[config.mk]
export PLATFORM = sky130hd
export DESIGN_NAME = fetch_stage
export DESIGN_NICKNAME = d
export VERILOG_FILES = /design/src/rtl/mips_defines.sv /design/src/rtl/flopenrc.sv /design/src/rtl/fetch_stage.sv
export SDC_FILE = /design/constraint.sdc
export NUM_CORES = 1
export LEC_CHECK = 0
export BUFFER_PORTS_ARGS = -buffer_cell sky130_fd_sc_hd__buf_4
export CORE_UTILIZATION = 44
export DETAILED_ROUTE_END_ITERATION = 10
export GPL_ROUTABILITY_DRIVEN = 0
export GPL_TIMING_DRIVEN = 0
export PLACE_DENSITY = 0.72
export RECOVER_POWER = 25
export SYNTH_ARGS = -nofsm -noshare
export SYNTH_HDL_FRONTEND = slang
export SYNTH_SLANG_ARGS = --single-unit
[constraint.sdc]
create_clock -name clk -period 3 [get_ports clk]
set_input_delay 0.3 -clock clk [delete_from_list [all_inputs] [get_ports clk]]
set_output_delay 0.3 -clock clk [all_outputs]
set_load 0.01 [all_outputs]
[src/rtl/mips_defines.sv]
// Shared definitions for the MIPS-32 front end: reset vector, decode redirect
// encodings, fetch FSM states, the IF/ID register layout and the bubble word.
package mips_defines;

    localparam logic [31:0] RESET_PC_DEF = 32'hBFC0_0000;
    localparam logic [31:0] NOP_WORD     = 32'h0000_0000;

    // pcsrcD encodings coming back from decode: {jump, taken}
    localparam logic [1:0] PCSRC_NONE   = 2'b00;
    localparam logic [1:0] PCSRC_BRANCH = 2'b01;
    localparam logic [1:0] PCSRC_JUMP   = 2'b10;

    typedef enum logic [1:0] {
        S_REQ  = 2'd0,  // presenting pcF on the bus
        S_WAIT = 2'd1,  // request accepted, waiting for data_ok
        S_HOLD = 2'd2   // word received while decode stalled, parked in ibuf
    } fetch_state_e;

    // IF/ID pipeline register contents
    typedef struct packed {
        logic [31:0] instr;
        logic [31:0] pc;
        logic [31:0] pcplus4;
        logic        valid;
        logic        adel;
    } ifid_t;

    // Jump wins over branch when decode raises both bits.
    function automatic logic [31:0] redirect_target(input logic [1:0]  pcsrc,
                                                    input logic [31:0] br_tgt,
                                                    input logic [31:0] jmp_tgt);
        return ((pcsrc & PCSRC_JUMP) != PCSRC_NONE) ? jmp_tgt : br_tgt;
    endfunction

endpackage

[src/rtl/flopenrc.sv]
// Register with enable, synchronous clear (effective only when enabled) and
// asynchronous active-low reset. Used for the IF/ID fields.
module flopenrc #(
    parameter int WIDTH = 8
) (
    input  logic             clk_i,
    input  logic             rst_ni,
    input  logic             en_i,
    input  logic             clr_i,
    input  logic [WIDTH-1:0] d_i,
    output logic [WIDTH-1:0] q_o
);

    // Hold unless enabled; an enabled clear loads all-zero.
    always_ff @(posedge clk_i or negedge rst_ni) begin
        if (!rst_ni)     q_o <= '0;
        else if (en_i)   q_o <= clr_i ? '0 : d_i;
    end

endmodule

[src/rtl/fetch_stage.sv]
// IF stage: owns the fetch PC, runs the single-outstanding instruction bus
// handshake and feeds the IF/ID register. Branch delay slots always execute,
// so a decode redirect only changes the fetch after the word at pcF.
module fetch_stage
    import mips_defines::*;
#(
    parameter logic [31:0] RESET_PC = RESET_PC_DEF
) (
    input  logic        clk,
    input  logic        resetn,
    input  logic        stallD,
    input  logic        flush_exc,
    input  logic [31:0] newpc,
    input  logic [1:0]  pcsrcD,
    input  logic [31:0] pcbranchD,
    input  logic [31:0] pcjumpD,
    output logic        inst_req,
    output logic [31:0] inst_addr,
    input  logic        inst_addr_ok,
    input  logic        inst_data_ok,
    input  logic [31:0] inst_rdata,
    output logic [31:0] instrD,
    output logic [31:0] pcD,
    output logic [31:0] pcplus4D,
    output logic        validD,
    output logic        adelD,
    output logic        fetch_stall
);

    fetch_state_e state_q;
    logic [31:0]  pcF_q, pend_pc_q, ibuf_q;
    logic         pend_valid_q, cancel_q;

    logic         misal, accept, avail, deliver, redir, outstanding;
    logic [31:0]  word, target, next_pc_d;
    ifid_t        ifid_d, ifid_q;
    logic         ifid_en, ifid_clr;

    assign misal     = (pcF_q[1:0] != 2'b00);
    // A misaligned PC never goes out on the bus; it is turned into an AdEL bubble.
    assign inst_req  = resetn & (state_q == S_REQ) & ~misal;
    assign inst_addr = pcF_q;
    assign accept    = inst_req & inst_addr_ok;

    // Is there something to hand to decode this cycle, and which word is it.
    always_comb begin
        avail = 1'b0;
        word  = NOP_WORD;
        case (state_q)
            S_REQ:   avail = misal;
            S_WAIT: begin
                avail = inst_data_ok & ~cancel_q;
                word  = inst_rdata;
            end
            S_HOLD: begin
                avail = 1'b1;
                word  = ibuf_q;
            end
            default: ;
        endcase
    end

    assign fetch_stall = ~avail;
    assign deliver     = avail & ~stallD & ~flush_exc;

    // Redirect is taken from the instruction sitting in decode, only when it advances.
    assign redir       = ~stallD & ~flush_exc & ifid_q.valid & (pcsrcD != PCSRC_NONE);
    assign target      = redirect_target(pcsrcD, pcbranchD, pcjumpD);
    assign next_pc_d   = redir        ? target    :
                         pend_valid_q ? pend_pc_q : pcF_q + 32'd4;
    // A response is still owed to us if we are waiting without data or get accepted now.
    assign outstanding = ((state_q == S_WAIT) & ~inst_data_ok) | accept;

    assign ifid_d = '{instr:   word,
                      pc:      pcF_q,
                      pcplus4: pcF_q + 32'd4,
                      valid:   1'b1,
                      adel:    (state_q == S_REQ) & misal};
    // Advance when decode advances (or on flush); anything not delivered becomes a bubble.
    assign ifid_en  = ~stallD | flush_exc;
    assign ifid_clr = flush_exc | ~deliver;

    // Fetch FSM, PC, pending redirect, cancel flag and hold buffer.
    always_ff @(posedge clk or negedge resetn) begin
        if (!resetn) begin
            state_q      <= S_REQ;
            pcF_q        <= RESET_PC;
            cancel_q     <= 1'b0;
            pend_valid_q <= 1'b0;
            pend_pc_q    <= '0;
            ibuf_q       <= '0;
        end else if (flush_exc) begin
            pcF_q        <= newpc;
            pend_valid_q <= 1'b0;
            if (outstanding) begin
                state_q  <= S_WAIT;
                cancel_q <= 1'b1;
            end else begin
                state_q  <= S_REQ;
                cancel_q <= 1'b0;
            end
        end else begin
            if (deliver) begin
                pcF_q        <= next_pc_d;
                pend_valid_q <= 1'b0;
            end else if (redir) begin
                // delay slot not delivered yet: remember where to go after it
                pend_valid_q <= 1'b1;
                pend_pc_q    <= target;
            end
            case (state_q)
                S_REQ:  if (accept) state_q <= S_WAIT;
                S_WAIT: if (inst_data_ok) begin
                    if (cancel_q) begin
                        cancel_q <= 1'b0;
                        state_q  <= S_REQ;
                    end else if (stallD) begin
                        ibuf_q   <= inst_rdata;
                        state_q  <= S_HOLD;
                    end else begin
                        state_q  <= S_REQ;
                    end
                end
                S_HOLD: if (!stallD) state_q <= S_REQ;
                default: state_q <= S_REQ;
            endcase
        end
    end

    flopenrc #(.WIDTH($bits(ifid_t))) u_ifid (
        .clk_i  (clk),
        .rst_ni (resetn),
        .en_i   (ifid_en),
        .clr_i  (ifid_clr),
        .d_i    (ifid_d),
        .q_o    (ifid_q)
    );

    assign instrD   = ifid_q.instr;
    assign pcD      = ifid_q.pc;
    assign pcplus4D = ifid_q.pcplus4;
    assign validD   = ifid_q.valid;
    assign adelD    = ifid_q.adel;

endmodule

### After elaboration in Yosys (flattened, before gate mapping)

Cells that the tools add are included.

| operators by class | value |
|---|---|
| add/subtract/negate cells | 1 |
| eq/ne operators | 5 |
| mux-type cells | 23 |
| bitwise logic cells | 21 |
| reductions and logical operators | 11 |

Operators with widths:

| operator | number |
|---|---|
| $mux W32 | 5 |
| $mux W98 | 1 |
| $pmux W32 S2 | 1 |
| $add A32 B3 Y32 const B | 1 |
| $mux W2 | 6 |
| $and A1 B1 Y1 | 11 |
| $reduce_bool A2 Y1 | 5 |
| $ne A3 B3 Y1 const B | 3 |
| $mux W1 | 8 |
| $not A1 Y1 | 7 |
| $pmux W2 S3 | 1 |
| $reduce_and A3 Y1 | 2 |
| $reduce_and A5 Y1 | 1 |
| $or A1 B1 Y1 | 3 |
| $pmux W1 S3 | 1 |
| $reduce_bool A3 Y1 | 1 |
| $eq A2 B1 Y1 const B | 1 |
| $eq A2 B2 Y1 const B | 1 |
| $logic_not A2 Y1 | 1 |
| $reduce_and A2 Y1 | 1 |

| storage, ports and cells | value |
|---|---|
| flip-flop bits (word level) | 198 |
| bits of input ports | 136 |
| output and inout bits | 132 |
| word-level logic and storage cells | 68 |

### Longest topological paths before layout

| depth | value |
|---|---|
| word-level depth | 8 |
| mapped depth | 10 |
| depth with buffers taken out | 7 |

### Hierarchy

From an unflattened synthesis, not the netlist that was laid out.

| second synthesis, totals | value |
|---|---|
| cells, all modules | 1174 |
| area, all modules | 11004.3 µm² |

By module, submodules not included:

| module | instances | cells an instance | area each (µm²) | sequential area each (µm²) |
|---|---|---|---|---|
| fetch_stage | 1 | 750 | 6697.7 | 2513.7 |
| flopenrc | 1 | 424 | 4306.6 | 2452.4 |

### Worst setup path after synthesis

OpenSTA, ideal clock, no wires.

| path | value |
|---|---|
| path kind | flip-flop to flip-flop |
| from | reg pcF_q[2], in the netlist inst_addr[2] |
| to | reg pcF_q[30], in the netlist inst_addr[30] |
| library setup time | 0.126 ns |
| data arrival time | 2.171 ns |
| required time | 2.874 ns |
| slack | 0.703 ns |
| stages on the path, launching flop included | 8 |
| path buffers | 1 |
| clock period less this slack | 2.297 ns |
| path through | dfrtp_1 > ha_1 > nand3_1 > or3_1 > buf_2 > or3_4 > and4_4 > a221o_1 |

| on the way | value |
|---|---|
| word-level cells in the longest chain between the ends | 5 |

RTL lines:

| element | RTL line | text |
|---|---|---|
| from (decl) | fetch_stage.sv:31 | `logic [31:0] pcF_q, pend_pc_q, ibuf_q;` |
| from (signal assigned) | fetch_stage.sv:93 | `pcF_q <= newpc;` |
| from (signal assigned) | fetch_stage.sv:104 | `pcF_q <= next_pc_d;` |
| $add A32 B3 Y32 | fetch_stage.sv:70 | `pend_valid_q ? pend_pc_q : pcF_q + 32'd4;` |
| $mux W32 | fetch_stage.sv:70 |  |
| $mux W32 | fetch_stage.sv:69 | `assign next_pc_d = redir ? target :` |
| $mux W32 | fetch_stage.sv:103 | `if (deliver) begin` |
| $mux W32 | fetch_stage.sv:92 | `end else if (flush_exc) begin` |

No other way between the ends. The select of a mux whose other input is x is not followed.
A chain may end at the register's enable or synchronous reset.

### Worst setup path after layout

| path | value |
|---|---|
| from | reg state_q[1] |
| to | reg u_ifid.q_o[55] |

| on the way | value |
|---|---|
| word-level cells in the longest chain between the ends | 7 |
| elaborated cells between the ends (all ways) | 9 |
| classes of those cells | eq/ne (2); mux (2); bitwise (4); reduce/logical (1) |

RTL lines:

| element | RTL line | text |
|---|---|---|
| from (decl) | fetch_stage.sv:30 | `fetch_state_e state_q;` |
| from (signal assigned) | fetch_stage.sv:86 | `state_q <= S_REQ;` |
| from (signal assigned) | fetch_stage.sv:96 | `state_q <= S_WAIT;` |
| from (signal assigned) | fetch_stage.sv:99 | `state_q <= S_REQ;` |
| $eq A2 B2 Y1 (tied with other cells) | fetch_stage.sv:49 | `case (state_q)` |
| $pmux W1 S3 * | fetch_stage.sv:49 |  |
| $and A1 B1 Y1 * (2 in series) | fetch_stage.sv:64 | `assign deliver = avail & ~stallD & ~flush_exc;` |
| $not A1 Y1 * | fetch_stage.sv:81 | `assign ifid_clr = flush_exc \| ~deliver;` |
| $or A1 B1 Y1 * | fetch_stage.sv:81 |  |
| $mux W98 * | flopenrc.sv:17 | `else if (en_i) q_o <= clr_i ? '0 : d_i;` |
| to (signal assigned) | flopenrc.sv:17 |  |
| to (decl) | flopenrc.sv:11 | `output logic [WIDTH-1:0] q_o` |

Every way passes the cells marked *; elsewhere a longest branch is shown, timed or not.

==> summary.md <==
| Metric | Value |
|---|---|
| Highest clock rate | `361 MHz` |
| Post-synthesis sequential element count | `196` |
| Wire per inst | `21.4 um` |
| CTS tree | `done` |
| Final setup fails | `0` |
| DRT iter0 DRCs | `839` |
| Total internal power | `about 5.4 mW` |
| Worst slew pin tran | `1.17 ns` |
| Syn Inst Count | `940` |
| Post-synth cell types | `64` |
| CP Class | `reg -> reg` |
| Vias | `8812` |
| Root Driver | `clkbuf_16` |
| Commonest non-fill, non-tap cell in the layout | `buf_4` |
| Area Growth Syn to Fin | `29.9%` |
| PortBufs | `267` |
| DRC Markers | `0` |
| Post-DRT Antenna Nets | `0` |
| Endpoint, Worst Hold | `inst_addr[4]$_DFFE_PN0P_` |
| H-tree levels | `4` |
| Reg2reg setup slack | `between 0.2 and 0.25 ns` |
| Post-synth ARST share | `100%` |
| Unrepaired setup endpoints after global routing | `no` |
| P_sw | `2.53 mW` |
| Clock Path Buffers | `2` |
| Hold Path Class | `in -> reg` |
| Most frequent cells in the layout | `buf_4, dfrtp_1, nand2_1` |
| Nets | `1369` |
| WHS Path Cells | `3` |
| Vias in the first global route | `8560` |
| Required @ worst endpoint | `3.33 ns` |
| Fin. Hold Viols | `0` |
| Fillers | `1871` |
| Post-Synthesis Cell Area | `9580 um^2` |
| WHS | `0.0728 ns` |
| Worst skew pair latency | `around 0.44 ns` |
| Outcome | `complete, no violations` |
| Die area | `22400 um^2` |
| Final Cycle Share | `92.3%` |
| Hpwl dp | `23500 um` |
| R2r startpoint | `state_q[1]$_DFFE_PN0P_` |
| Clk slew on worst S/H paths | `0.07 ns` |
| Startpoint Class | `flip-flop` |
| VDD IR max | `between 0.0003 and 0.0004 V` |
| Final Max Slew Viols | `0` |
| Yosys warning total | `0` |
| Total core area | `21200 um^2` |
| PwrDens | `between 600 and 700 nW/um^2` |
| First-pass GRT wire length | `48700 um` |
| Sw frac | `32.0%` |
| Vias/cell | `5.82` |
| Initial Utilization | `45.3%` |
| Post-route minimum period | `2.77 ns` |
| Terminus of the critical flop-to-flop path | `u_ifid.q_o[55]$_DFFE_PN0P_` |
| Largest net degree at the start of global routing | `102` |
| Hold Startpoint | `newpc[4]` |
| Max Cap Violations | `0` |
| Detailed Route WL | `between 30000 and 40000 um` |
| Die W | `150 um` |
| Worst setup EP type | `flip-flop` |
| Placed cell area | `12000 um^2` |
| Post-synth EDFFs | `0` |
| WP data arrival | `3.10 ns` |
| GRT Overall Usage | `29.3%` |
| Initial antenna violation count | `0` |
| Slew HR | `approximately 22%` |
| Number of iterations in the first detailed-routing pass | `5` |
| Cell taking the most area after synthesis | `dfrtp_1` |
| Post-route setup slack | `0.231 ns` |
| Synthesized Nets | `1082` |
| Synth top area cells | `dfrtp_1, o21ai_0, nand2_1` |
| Avg Cell Area, Syn | `approximately 10 um^2` |
| Clock power frac | `29.3%` |
| ANT cells | `0` |
| Fin area | `12400 um^2` |
| Leak pwr | `5.75 nW` |
| Sequential fraction of the synthesis area | `51.3%` |
| GRT overflow | `0` |
| TritonCTS buffer count | `17` |
| Die Height | `150 um` |
| Clock Skews | `0.0116 ns` |
| Combinational power share | `24.4%` |
| Rows | `53` |
| TritonCTS sink count | `196` |
| Sequential Power Share | `a little under half` |
| I/O pin cnt | `268` |
| Main flop type after synthesis | `dfrtp_1` |
| Finished Core Util | `58.8%` |
| Layout cells sized above 1 | `28.2%` |
| Top cell type's share of synthesized area | `48.9%` |
| R2R cell count | `9` |
| Pre-CTS setup slack | `-0.0456 ns` |
| Crit-path max FO | `10` |
[registers in the layout (all words and copies together), names as in the netlist]
register      cells
u_ifid.q_o       96
ibuf_q           32
inst_addr        32
pend_pc_q        32
state_q           2
cancel_q          1
pend_valid_q      1
[Yosys cell counts (all sizes together), types with 3 or more instances]
cell type	number
ha	6
clkbuf	56
o211ai	9
and4	6
o31ai	7
nor4	10
a22o	41
nor2	25
xnor2	7
nand4	8
inv	9
mux2	39
nand2b	11
nor3	26
nand2	137
o31a	5
o211a	3
a31oi	17
or3	11
dfrtp	187
or2	3
and3	4
o21ai	111
a21oi	19
nand3	14
a311oi	5
a211oi	3
dfstp	9
xor2	14
mux2i	46
a22oi	36
buf	25
[per-layer routing]
| layer | global-route usage (%) | up-vias | wire (um) |
|---|---|---|---|
| met5 | 0 | - | 0 |
| met4 | 13.1 | 0 | 1210 |
| met3 | 7.44 | 67 | 3060 |
| met2 | 45.3 | 459 | 14900 |
| met1 | 38.6 | 4285 | 13200 |
| li1 | - | 4001 | - |
[cells by family after synthesis]
kind of cell | Yosys count | synth area share [%]
AOI/OAI and AO/OA | 274 | 18.9
xor gates and xnor gates | 21 | 1.92
adders and majority gates | 6 | 0.784
buffers and inverters | 91 | 4.22
DFF | 196 | 51.3
muxes | 85 | 9.39
and+or+nand+nor | 267 | 13.5
[final cells by class]
type	instances	area (um^2)	area share [%]
multi-input cells	653	4260	34.2
flip-flops and latches	196	4920	39.5
clock buffers	19	453	3.64
clock inverters	13	140	1.13
repair buffers	269	1920	15.4
well taps	275	344	2.77
inverters	10	37.5	0.302
plain buffers	80	374	3.01
[worst max path at each step]
| stage | from | endpoint | cells past startpoint | slack [ns] |
|---|---|---|---|---|
| 6_report | state_q[1]$_DFFE_PN0P_ | u_ifid.q_o[55]$_DFFE_PN0P_ | 9 | 0.23 |
| 5_1_grt | state_q[1]$_DFFE_PN0P_ | inst_addr[10]$_DFFE_PN0P_ | 9 | 0.002 |
| 4_1_cts | state_q[1]$_DFFE_PN0P_ | inst_addr[10]$_DFFE_PN0P_ | 9 | 0.12 |
| 3_5_place_dp | state_q[1]$_DFFE_PN0P_ | u_ifid.q_o[26]$_DFFE_PN0P_ | 10 | -0.05 |
| 3_3_place_gp | resetn | state_q[0]$_DFFE_PN0P_ | 5 | -0.38 |
| 2_1_floorplan | inst_addr[2]$_DFFE_PN0P_ | inst_addr[30]$_DFFE_PN0P_ | 7 | 0.70 |
[power by group through the flow]
stage	clock (mW)	sequential (mW)	combinational, mW
global placement	0	3.66	1.90
CTS	2.35	3.65	1.95
global route	2.45	3.73	2.12
floorplan	0	3.66	1.05
finish	2.32	3.66	1.93
detailed placement	0	3.69	1.95
[critical path, cell delays in order, from the launching register on]
cell,delay [ns]
dfrtp_1,0.40
inv_1,0.10
ha_1,0.18
clkbuf_1,0.22
and3b_1,0.30
o31ai_1,0.44
nor2_1,0.13
clkbuf_2,0.29
clkbuf_1,0.31
a22o_1,0.30
[timing repair]
action | CTS | global route
setup buffers | 0 | 0
resized for setup | 1 | 10
hold endpoints to repair | 95 | 0
hold buffers | 1 | 0
endpoints found under the setup margin | 22 | 38
[through the flow]
stage | total power [mW] | std cells | setup TNS (ns)
after floorplan | 4.72 | 940 | 0
after global placement | 5.56 | 1482 | -0.825
after detailed placement | 5.64 | 1483 | -0.253
after CTS | 7.94 | 1515 | 0
after global routing | 8.29 | 1515 | 0
final | 7.91 | 1515 | 0
Note: power is estimated with default switching activity, not from simulation.
